**src/rtl/bmc_pipe.sv**
```systemverilog
// Branch-metric pipeline for a rate-1/N soft/hard-decision decoder.
// Two register stages: S1 holds per-bit distances for every expected pattern,
// S2 holds the summed metrics, the index of the smallest one and out_valid.
module bmc_pipe #(
    parameter int unsigned N  = 2,
    parameter int unsigned SW = 3,
    localparam int unsigned MW = SW + $clog2(N)
) (
    input  logic                    clk,
    input  logic                    rst_n,
    input  logic                    flush,
    input  logic                    mode,
    input  logic                    in_valid,
    output logic                    in_ready,
    input  logic [N*SW-1:0]         rx_sym,
    output logic                    out_valid,
    input  logic                    out_ready,
    output logic [(2**N)*MW-1:0]    bm,
    output logic [N-1:0]            min_idx,
    output logic [15:0]             sym_cnt
);

    localparam int unsigned P = 2 ** N;
    localparam logic [SW-1:0] SMax = {SW{1'b1}};

    logic                         s1_valid_q, s1_valid_d;
    logic                         s2_valid_q, s2_valid_d;
    logic [P-1:0][N-1:0][SW-1:0]  s1_dist_q, s1_dist_d;
    logic [P*MW-1:0]              bm_q, bm_d;
    logic [N-1:0]                 min_idx_q, min_idx_d;
    logic [15:0]                  sym_cnt_q, sym_cnt_d;
    logic                         adv1, adv2, accept, out_xfer;
    logic [N-1:0][SW-1:0]         d_zero, d_one;
    logic [P-1:0][MW-1:0]         sum;

    // Handshake: a stage may advance when it is empty or its successor advances
    always_comb begin
        adv2     = !s2_valid_q || out_ready;
        adv1     = !s1_valid_q || adv2;
        in_ready = adv1 && !flush;
        accept   = in_valid && in_ready;
        out_xfer = s2_valid_q && out_ready && !flush;
    end

    // S1 next state: distance of each sample to '0' and '1', fanned out per pattern
    always_comb begin
        d_zero     = '0;
        d_one      = '0;
        s1_dist_d  = s1_dist_q;
        for (int unsigned i = 0; i < N; i++) begin
            if (mode) begin
                d_zero[i] = rx_sym[i*SW +: SW];
                d_one[i]  = SMax - rx_sym[i*SW +: SW];
            end else begin
                d_zero[i] = SW'(rx_sym[i*SW+SW-1]);
                d_one[i]  = SW'(!rx_sym[i*SW+SW-1]);
            end
        end
        if (accept) begin
            for (int unsigned p = 0; p < P; p++) begin
                for (int unsigned i = 0; i < N; i++) begin
                    s1_dist_d[p][i] = (((p >> i) & 1) != 0) ? d_one[i] : d_zero[i];
                end
            end
        end
        s1_valid_d = flush ? 1'b0 : (adv1 ? accept : s1_valid_q);
    end

    // S2 next state: metric sums, lowest-index minimum search, transfer counter
    always_comb begin
        for (int unsigned p = 0; p < P; p++) begin
            sum[p] = '0;
            for (int unsigned i = 0; i < N; i++) begin
                sum[p] = sum[p] + MW'(s1_dist_q[p][i]);
            end
        end
        bm_d      = bm_q;
        min_idx_d = min_idx_q;
        if (s1_valid_q && adv2 && !flush) begin
            min_idx_d = '0;
            for (int unsigned p = 0; p < P; p++) begin
                bm_d[p*MW +: MW] = sum[p];
            end
            // Strict compare keeps the lower index on ties
            for (int unsigned p = 1; p < P; p++) begin
                if (sum[p] < sum[min_idx_d]) begin
                    min_idx_d = N'(p);
                end
            end
        end
        s2_valid_d = flush ? 1'b0 : (adv2 ? s1_valid_q : s2_valid_q);
        sym_cnt_d  = out_xfer ? sym_cnt_q + 16'd1 : sym_cnt_q;
    end

    // State registers with asynchronous active-low reset
    always_ff @(posedge clk or negedge rst_n) begin
        if (!rst_n) begin
            s1_valid_q <= 1'b0;
            s2_valid_q <= 1'b0;
            s1_dist_q  <= '0;
            bm_q       <= '0;
            min_idx_q  <= '0;
            sym_cnt_q  <= '0;
        end else begin
            s1_valid_q <= s1_valid_d;
            s2_valid_q <= s2_valid_d;
            s1_dist_q  <= s1_dist_d;
            bm_q       <= bm_d;
            min_idx_q  <= min_idx_d;
            sym_cnt_q  <= sym_cnt_d;
        end
    end

    assign out_valid = s2_valid_q;
    assign bm        = bm_q;
    assign min_idx   = min_idx_q;
    assign sym_cnt   = sym_cnt_q;

endmodule

```
**config.mk**
```make
export PLATFORM = sky130hd
export DESIGN_NAME = bmc_pipe
export DESIGN_NICKNAME = d
export VERILOG_FILES = /design/src/rtl/bmc_pipe.sv
export SDC_FILE = /design/constraint.sdc
export NUM_CORES = 1
export LEC_CHECK = 0
export BUFFER_PORTS_ARGS = -buffer_cell sky130_fd_sc_hd__clkbuf_2
export CAP_MARGIN = 20
export CORE_UTILIZATION = 40
export DETAILED_ROUTE_END_ITERATION = 7
export PLACE_DENSITY = 0.59
export SLEW_MARGIN = 20
export SYNTH_ARGS = -nofsm -noshare
export SYNTH_HDL_FRONTEND = slang
export SYNTH_SLANG_ARGS = --single-unit
```
**constraint.sdc**
```tcl
create_clock -name clk -period 6.35 [get_ports clk]
set_input_delay 1.27 -clock clk [delete_from_list [all_inputs] [get_ports clk]]
set_output_delay 1.27 -clock clk [all_outputs]
set_load 0.01 [all_outputs]
```
==> metrics.csv, run 1 <==
stage;metric;value;unit
logic_synthesis;async_flop_share;100;%
final_layout;drive_above_1_share;20.1;%
worst_setup_path;arrival;5.01;ns
clocking;clk_pin_slew_worst_paths;0.09;ns
clocking;hold_buffers;0;
logic_synthesis;synth_cell_types;38;
clocking;clockBufferDepth;2;
logic_synthesis;synth_top_flop_cell;dfrtp_1;
logic_synthesis;synth-seq-area-share;44.8;%
global_routing;grt_max_degree;49;
logic_synthesis;synth_edf_count;0;
global_routing;grt.overflow.total;0;
floorplanning;coreArea;0.00642;mm²
logic_synthesis;yosysTopAreaCell;dfrtp_1;
detailed_routing;vias_per_cell;4.93;
worst_setup_path;critical_path_class;flop to flop;
sta;rsz0062_at_grt;no;
clocking;clock_sinks;48;
run_status;violations;DRC;
sta;hold_viol_final;0;
global_routing;grt_pass1_vias;1901;
pwr;vdd_drop_max;120;µV
detailed_routing;drc;4;
clocking;cts_buffers;5;
logic_synthesis;ys_ff_latch;48;
logic_synthesis;syn_area_per_cell;9.86;µm²
sta;fin_crit;4.76;ns
worst_setup_path;r2r_end;min_idx[1];
clocking;postCtsSetupRepairBufs;0;
global_routing;antenna_found_initial;0;
detailed_routing;drtIter0Drc;54;
job;maxCapViolations;0;
worst_setup_path;path_cells;ha_1, inv_1, fa_1, inv_1, ha_1, a21oi_1, maj3_2, o21bai_4, mux2_4, ha_1, nor4bb_1, o21bai_1, a21oi_1, a21o_4, nor2_1, a21oi_1, ha_1, o21a_1, o211ai_1, a21oi_1, a21oi_1, o22a_1;
sta;setup_viol;0;
sta;fmax;210;MHz
worst_setup_path;crit_top_cell;a21oi_1;
final_layout;final_cell_mix;nand2_1 (56), dfrtp_1 (48), clkbuf_2 (47), ha_1 (23), a21oi_1 (17);
worst_setup_path;required;6.60;ns
worst_setup_path;worstPathMaxFanout;5;
sta;drv_slew;0;
floorplanning;die-area;0.00704;mm²
final_layout;antenna_cells;0;
placed_design;place.port_buffers;47;
logic_synthesis;synthCells;272;
worst_setup_path;r2r_cells;22;
final_layout;final_common_cell;nand2_1;
worst_setup_path;crit_path_max_incr_delay;0.53;ns
sta;fin_setup_tns;0;ns
floorplanning;die_w;83.9;µm
worst_setup_path;r2r_slack;1.59;ns
floorplanning;dieHeight;83.9;µm
global_routing;grt_pass1_wl;9110;µm
logic_synthesis;synth_top_area_share;44.8;%
clocking;ctsResizeCount;0;
sta;skew;0.00661;ns
worst_setup_path;critPathCaptureType;flop;
clocking;root_buffer;clkbuf_8;
logic_synthesis;syn-num-nets;310;
worst_hold_path;whs_path_depth;1;
worst_setup_path;cp_slowest_cell;fa_1;
worst_setup_path;reg2reg_from;s1_dist_q[9];
placed_design;dp_hpwl;3980;µm
worst_setup_path;start_kind;flop;
run_status;status;finished, violations left;
placed_design;place.gp.congestion;0.811;
sta;post-route-period-util;75.0;%
worst_hold_path;min_to;sym_cnt[15];
sta;tightestPinTransition;0.617;ns
detailed_routing;vias;1971;
clocking;insertion_delay;0.30;ns
clocking;htreeDepth;2;
clocking;cts_tree;yes;
worst_hold_path;hold_path.class;flop to flop;
logic_synthesis;synth.top_cells.by_area;dfrtp_1 (45%), ha_1 (11%), nand2_1 (7.8%);
detailed_routing;wl_per_cell;13.0;µm
logic_synthesis;synth_warnings;0;
detailed_routing;final_antenna_net_count;0;
pwr;p_per_area;340;mW/mm²
final_layout;num-fill-cells;636;
pwr;p_leak;0.00165;µW
detailed_routing;drt-total-wl;5190;µm
floorplanning;initial_core_util;41.8;%
global_routing;grt_usage;16.2;%
sta;slew_headroom;58.8;%
floorplanning;rows;29;
final_layout;area_growth;15.7;%
logic_synthesis;syn-cell-area;0.00268;mm²
final_layout;layout.nets;360;
worst_hold_path;hp-start;sym_cnt[15];
sta;hold_slack;0.474;ns
detailed_routing;drt_pass1_iterations;8;
floorplanning;ioPinCount;48;
==> metal layers <==
| layer | routed length (µm) | GRT usage, % |
|---|---|---|
| met1 | 2590 | 22.3 |
| met2 | 2350 | 25.3 |
| met3 | 165 | 3.17 |
| met4 | 76 | 5.80 |
| met5 | 0 | 0 |
==> cell type report <==
type | count | area [µm²] | area share [%]
well taps | 77 | 96.3 | 3.10
clock inverters | 2 | 13.8 | 0.444
inverters | 12 | 45.0 | 1.45
flip-flops and latches | 48 | 1200 | 38.7
clock buffers | 6 | 82.6 | 2.66
multi-input cells | 206 | 1410 | 45.6
repair buffers | 49 | 250 | 8.06
==> worst max-delay path by stage <==
stage / cells after the start / startpoint / slack [ns] / to
2_1_floorplan: 21 / s1_dist_q[9] / 2.01 / min_idx[1]
3_3_place_gp: 22 / s1_dist_q[9] / 1.78 / min_idx[1]
3_5_place_dp: 22 / s1_dist_q[9] / 1.64 / min_idx[1]
4_1_cts: 22 / s1_dist_q[9] / 1.59 / min_idx[1]
5_1_grt: 22 / s1_dist_q[9] / 1.25 / min_idx[1]
6_report: 22 / s1_dist_q[9] / 1.59 / min_idx[1]
==> registers in the layout, summed over array words and instances, names as in the netlist <==
name and flops:
sym_cnt 16, min_idx 2, s1_valid_q 1, bm 16, s1_dist_q 12, out_valid 1
==> where the power goes <==
part	internal, µW	leakage (µW)	switching (µW)
clock	89.3	0.0000516	107
combinational	211	0.000972	253
sequential	356	0.000622	39.7
total	656	0.00165	400
==> per-stage QoR <==
step | total power, µW | utilization (%) | std cells | worst slack, ns | area (µm²)
after floorplan | 741 | - | 272 | 2.01 | 2680
after global placement | 864 | 46.8 | 392 | 1.78 | 3010
after detailed placement | 869 | 46.8 | 392 | 1.64 | 3010
after CTS | 1070 | 48.3 | 400 | 1.59 | 3100
after global routing | 1150 | 48.3 | 400 | 1.25 | 3100
final | 1060 | 48.3 | 400 | 1.59 | 3100
==> cells by family after synthesis <==
family	synth area share [%]
flops	44.8
buf+inv	2.52
simple gates	16.3
compound gates	13.7
xor+xnor	6.81
fa+ha+maj	13.4
mux	2.47
==> synth_stat cells (2+ instances only) <==
cell type,number
o211ai_1,4
and3_1,2
nor2b_1,4
a21oi_1,17
nand2b_1,6
a211oi_1,2
ha_1,23
nor3_1,4
inv_1,12
fa_1,3
nand3_1,8
dfrtp_1,48
xor2_1,7
xnor2_1,12
mux2i_1,4
a21o_1,8
o21ai_0,16
clkbuf_1,6
nand2_1,56
nor3b_1,2
nor2_1,10
o21a_1,2
==> critical path: cells and delay by family, from the launching register on <==
family          cells  cell delay, ns
compound gates     11            1.77
flops               1            0.41
simple gates        2            0.33
buf+inv             2            0.11
fa+ha+maj           6            1.78
mux                 1            0.31
Power figures use the tool's default switching activity.
==> inputs of run 2 (changes only) <==
- PLACE_DENSITY: 0.59 -> 0.62
- clock period: 6.35 -> 3.9 ns (I/O delays scaled with it)
==> metrics.csv, run 2 (synthesis gave the netlist of run 1 again) <==
stage;metric;value;unit
run_status;status;finished, violations left;
run_status;violations;DRC, setup timing;
worst_setup_path;cp_slowest_cell;fa_1;
detailed_routing;vias_per_cell;4.97;
placed_design;dp_hpwl;4250;µm
clocking;clock_sinks;48;
final_layout;area_growth;26.3;%
clocking;insertion_delay;0.30;ns
worst_setup_path;reg2reg_from;s1_dist_q[9];
worst_setup_path;arrival;4.66;ns
worst_hold_path;hold_path.class;flop to flop;
clocking;clk_pin_slew_worst_paths;0.09;ns
detailed_routing;wl_per_cell;13.0;µm
global_routing;antenna_found_initial;0;
final_layout;drive_above_1_share;28.3;%
worst_setup_path;crit_top_cell;a21oi_1;
sta;rsz0062_at_grt;yes;
final_layout;final_common_cell;nand2_1;
worst_setup_path;r2r_cells;22;
final_layout;design_area;0.00339;mm²
worst_setup_path;r2r_end;min_idx[1];
detailed_routing;drtIter0Drc;89;
clocking;cts_tree;yes;
placed_design;dpl-instance-area;0.00321;mm²
clocking;hold_buffers;0;
sta;post-route-period-util;113;%
worst_setup_path;crit_end;min_idx[1];
clocking;htreeDepth;2;
sta;tightestPinTransition;0.886;ns
worst_setup_path;worstPathMaxFanout;3;
global_routing;grt_pass1_vias;2136;
worst_setup_path;crit_path_max_incr_delay;0.49;ns
sta;fin_crit;4.41;ns
sta;hold_slack;0.480;ns
sta;skew;0.00687;ns
sta;fmax;227;MHz
floorplanning;ioPinCount;48;
placed_design;place.gp.congestion;0.791;
floorplanning;rows;29;
worst_setup_path;critPathCaptureType;flop;
worst_setup_path;cp.depth;22;
pwr;p_leak;0.00180;µW
worst_setup_path;start_kind;flop;
pwr;p_per_area;605;mW/mm²
worst_setup_path;path_cells;ha_2, inv_2, fa_1, inv_1, ha_1, a21oi_2, maj3_2, o21bai_4, mux2_4, ha_4, nor4bb_4, o21bai_1, a21oi_2, a21o_4, nor2_1, a21oi_1, ha_1, o21a_1, o211ai_1, a21oi_1, a21oi_1, o22a_1;
detailed_routing;final_antenna_net_count;0;
floorplanning;die_w;83.9;µm
worst_setup_path;r2r_slack;-0.51;ns
global_routing;grt_usage;17.3;%
sta;fin_ws;-0.506;ns
placed_design;place_inst;415;
sta;setup_viol;2;
final_layout;antenna_cells;0;
floorplanning;die-area;0.00704;mm²
worst_setup_path;required;4.15;ns
detailed_routing;drt_pass1_iterations;6;
job;maxCapViolations;0;
pwr;total_power;2050;µW
global_routing;grt_max_degree;41;
placed_design;place.port_buffers;47;
sta;slew_headroom;40.9;%
final_layout;final_cell_mix;nand2_1 (56), dfrtp_1 (48), clkbuf_2 (46), buf_4 (29), ha_1 (21);
global_routing;grt_pass1_wl;9790;µm
sta;drv_slew;0;
pwr;vdd_drop_max;204;µV
sta;hold_viol_final;0;
detailed_routing;drt-total-wl;5530;µm
floorplanning;coreArea;0.00642;mm²
worst_setup_path;startpoint;s1_dist_q[9];
floorplanning;dieHeight;83.9;µm
detailed_routing;drc;2;
detailed_routing;vias;2121;
final_layout;stdcell_count;427;
clocking;clockBufferDepth;2;
placed_design;dp_worst_setup_slack;-0.469;ns
worst_setup_path;crit_family;adder cells;
worst_setup_path;critical_path_buf_inv_count;2;
final_layout;layout.nets;387;
floorplanning;initial_core_util;41.8;%
global_routing;grt.overflow.total;0;
clocking;root_buffer;clkbuf_8;
worst_setup_path;critical_path_class;flop to flop;
clocking;cts_buffers;5;
## run 2: cell types whose count changed in the layout (fill, tap and decap cells not counted), sizes merged
cell / before / now
buf: 2 / 30
bufinv: 0 / 2
clkbuf: 53 / 51
clkinv: 1 / 0
## run 2: what timing repair did
item / in CTS / in global routing
resized for setup: 0 / 2
endpoints found under the setup margin: 2 / 2
setup buffers: 4 / 0
pin swaps: 3 / 9
## run 2: worst min-delay path by stage
stage / from / end / slack [ns] / cells after the start
after floorplan: rst_n / bm[0] / 0.48 / 0
after global placement: bm[2] / bm[2] / 0.46 / 2
after detailed placement: bm[12] / bm[12] / 0.46 / 2
after CTS: sym_cnt[15] / sym_cnt[15] / 0.48 / 1
after global routing: bm[8] / bm[8] / 0.51 / 2
final: sym_cnt[15] / sym_cnt[15] / 0.48 / 1
## run 2: layer usage
metal / track usage (%) / part of all wire [%]
met5: 0 / 0
met4: 4.70 / 1.4
met3: 2.57 / 2.6
met2: 29.2 / 48
met1: 23.2 / 48
## run 2: cell type report
type,count,area (µm²)
fillers,605,3030
multi-input cells,206,1460
flip-flops and latches,48,1200
repair buffers,76,453
well taps,77,96.3
clock buffers,5,68.8
clock inverters,3,68.8
inverters,12,45.0
## run 2: worst register-to-register path, delay by kind of cell (launching register included)
| kind | cells | cell delay [ns] |
|---|---|---|
| mux | 1 | 0.34 |
| simple gates | 2 | 0.28 |
| flops | 1 | 0.37 |
| compound gates | 11 | 1.55 |
| fa+ha+maj | 6 | 1.74 |
| buf+inv | 2 | 0.09 |
## run 2: per-stage QoR
stage               setup TNS, ns  util, %
global placement           -0.590     49.9
floorplan                  -0.579        -
finish                     -0.968     52.8
global route                -1.43     52.8
CTS                        -0.957     52.5
detailed placement         -0.823     49.9
## run 2: where the power goes
| part | total [µW] | switching, µW | internal, µW |
|---|---|---|---|
| Combinational | 979 | 490 | 489 |
| Clock | 437 | 179 | 258 |
| Sequential | 635 | 56.0 | 579 |
==> inputs of run 3 (changes only) <==
- ABC_AREA: default -> 1
- SETUP_SLACK_MARGIN: default -> 0.1
==> metrics.csv, run 3 <==
stage;metric;value;unit
pwr;total_power;1930;µW
clocking;hold_buffers;0;
final_layout;layout.nets;399;
worst_setup_path;crit_path_max_incr_delay;0.55;ns
global_routing;grt_pass1_wl;9150;µm
detailed_routing;drt_pass1_iterations;4;
global_routing;antenna_found_initial;0;
pwr;vdd_drop_max;257;µV
clocking;insertion_delay;0.30;ns
worst_setup_path;critPathCaptureType;flop;
sta;rsz0062_at_grt;no;
final_layout;num-fill-cells;616;
sta;hold_slack;0.473;ns
detailed_routing;vias_per_cell;4.73;
detailed_routing;vias;2078;
worst_setup_path;worstPathMaxFanout;8;
sta;tightestPinTransition;0.785;ns
sta;fin_crit;3.57;ns
global_routing;gr-usage-met2;25.6;%
worst_setup_path;r2r_cells;25;
sta;slew_headroom;47.5;%
floorplanning;coreArea;0.00639;mm²
logic_synthesis;synth_warnings;0;
floorplanning;rows;29;
logic_synthesis;synth-seq-area-share;45.1;%
pwr;p_per_area;600;mW/mm²
clocking;clock_sinks;48;
sta;hold_viol_final;0;
logic_synthesis;yosysTopAreaCell;dfrtp_1;
detailed_routing;drc;0;
sta;setup_viol;0;
logic_synthesis;ys_ff_latch;48;
detailed_routing;drtIter0Drc;53;
floorplanning;dieHeight;83.6;µm
detailed_routing;wl_per_cell;11.8;µm
run_status;status;finished, final reports clean;
worst_setup_path;reg2reg_from;s1_dist_q[9];
detailed_routing;drt-total-wl;5180;µm
job;maxCapViolations;0;
placed_design;place.gp.congestion;0.793;
floorplanning;die_w;83.6;µm
global_routing;met3_usage;3.66;%
worst_setup_path;start_kind;flop;
placed_design;dp_hpwl;4010;µm
worst_setup_path;required;4.13;ns
worst_setup_path;startpoint;s1_dist_q[9];
final_layout;area_growth;20.8;%
logic_synthesis;syn-num-nets;341;
global_routing;grt_usage;16.3;%
sta;fmax;280;MHz
logic_synthesis;synth_edf_count;0;
logic_synthesis;synth_top_area_share;45.1;%
worst_setup_path;critical_path_class;flop to flop;
placed_design;place.port_buffers;47;
logic_synthesis;syn_area_per_cell;8.80;µm²
worst_setup_path;crit_end;min_idx[0];
clocking;cts_buffers;5;
final_layout;drive_above_1_share;26.0;%
global_routing;grt_max_degree;27;
clocking;cts_tree;yes;
final_layout;final_common_cell;nand2_1;
logic_synthesis;synth.top_cells.by_area;dfrtp_1 (45%), ha_1 (11%), nand2_1 (11%);
floorplanning;initial_core_util;41.7;%
floorplanning;ioPinCount;48;
worst_setup_path;arrival;3.80;ns
pwr;p_leak;0.00177;µW
final_layout;final_util;50.4;%
detailed_routing;final_antenna_net_count;0;
global_routing;use_met1;22.3;%
global_routing;busiest_layer;met2;
global_routing;grt.overflow.total;0;
logic_synthesis;yosysMostFrequentCell;nand2_1;
worst_hold_path;hold_path.class;input pin to async pin;
logic_synthesis;synth_top_flop_cell;dfrtp_1;
sta;skew;0.0107;ns
final_layout;antenna_cells;0;
logic_synthesis;synth_cell_types;26;
clocking;root_buffer;clkbuf_8;
worst_setup_path;r2r_end;min_idx[0];
clocking;htreeDepth;2;
sta;drv_slew;0;
logic_synthesis;async_flop_share;100;%
sta;post-route-period-util;91.5;%
clocking;clockBufferDepth;2;
global_routing;grt_pass1_vias;1991;
logic_synthesis;synthCells;303;
worst_setup_path;r2r_slack;0.33;ns
logic_synthesis;synth_commonest_cells;nand2_1 (76), dfrtp_1 (48), inv_1 (35);
logic_synthesis;syn-cell-area;0.00267;mm²
clocking;clk_pin_slew_worst_paths;0.09;ns
worst_setup_path;crit_top_cell;nand2_1;
worst_setup_path;cp_slowest_cell;fa_1;
sta;fin_setup_tns;0;ns
final_layout;final_cell_mix;nand2_1 (73), dfrtp_1 (48), clkbuf_2 (47), inv_1 (34), ha_1 (21);
floorplanning;die-area;0.00699;mm²
## run 3: changes by cell type after synthesis, sizes merged, moves of 6 or more
| cell | previous run | this run |
|---|---|---|
| nand3 | 8 | 20 |
| a21oi | 18 | 11 |
| a21o | 9 | 0 |
| nor2 | 10 | 16 |
| inv | 12 | 38 |
| nand2b | 6 | 0 |
| nand2 | 56 | 89 |
## run 3: cell families after synthesis
group           count (synthesis)  share of synthesized area, %
compound gates                 36                          7.37
xor+xnor                       18                          5.92
fa+ha+maj                      26                          13.1
buf+inv                        45                          6.38
flops                          48                          45.1
simple gates                  130                          22.2
## run 3: metrics by stage
step / instance area [µm²] / setup slack (ns) / cells
floorplan: 2670 / 0.611 / 303
global placement: 3000 / 0.375 / 425
detailed placement: 3000 / 0.248 / 425
CTS: 3120 / 0.227 / 433
global route: 3220 / 0.0684 / 439
finish: 3220 / 0.332 / 439
## run 3: worst max-delay path, delay by kind of cell (launching register included)
kind	cells	cell delay, ns
AOI/OAI and AO/OA	3	0.38
and+or+nand+nor	12	0.90
DFF	1	0.40
adders and majority gates	5	1.57
buffers and inverters	5	0.25
## run 3: cell type report
| cell class | instances | area, µm² | area share [%] |
|---|---|---|---|
| Clock buffer | 6 | 82.6 | 2.56 |
| Clock inverter | 2 | 38.8 | 1.20 |
| Inverter | 40 | 151 | 4.70 |
| Multi-Input combinational cell | 210 | 1350 | 41.8 |
| Sequential cell | 48 | 1200 | 37.3 |
| Tap cell | 77 | 96.3 | 2.99 |
| Timing Repair Buffer | 56 | 303 | 9.40 |
## run 3: where the power goes
part	internal [µW]	total, µW	switching (µW)
clock network	210	379	170
registers	584	649	65.1
logic	381	903	522
## run 3: repair_timing
item / 4_1_cts / 5_1_grt
setup endpoints to repair: 0 / 2
gates resized for setup: 0 / 17
buffers inserted: 0 / 6
## run 3: worst min path at each step
stage / end / cells after the start / slack [ns]
floorplan: bm[0] / 0 / 0.48
global placement: bm[7] / 2 / 0.46
detailed placement: sym_cnt[15] / 1 / 0.46
CTS: sym_cnt[15] / 1 / 0.48
global route: bm[9] / 2 / 0.50
finish: sym_cnt[13] / 1 / 0.47
## run 3: metal layers
layer	routed length, µm	vias up
li1	-	1076
met1	2530	961
met2	2400	32
met3	158	9
met4	83	0
met5	0	-
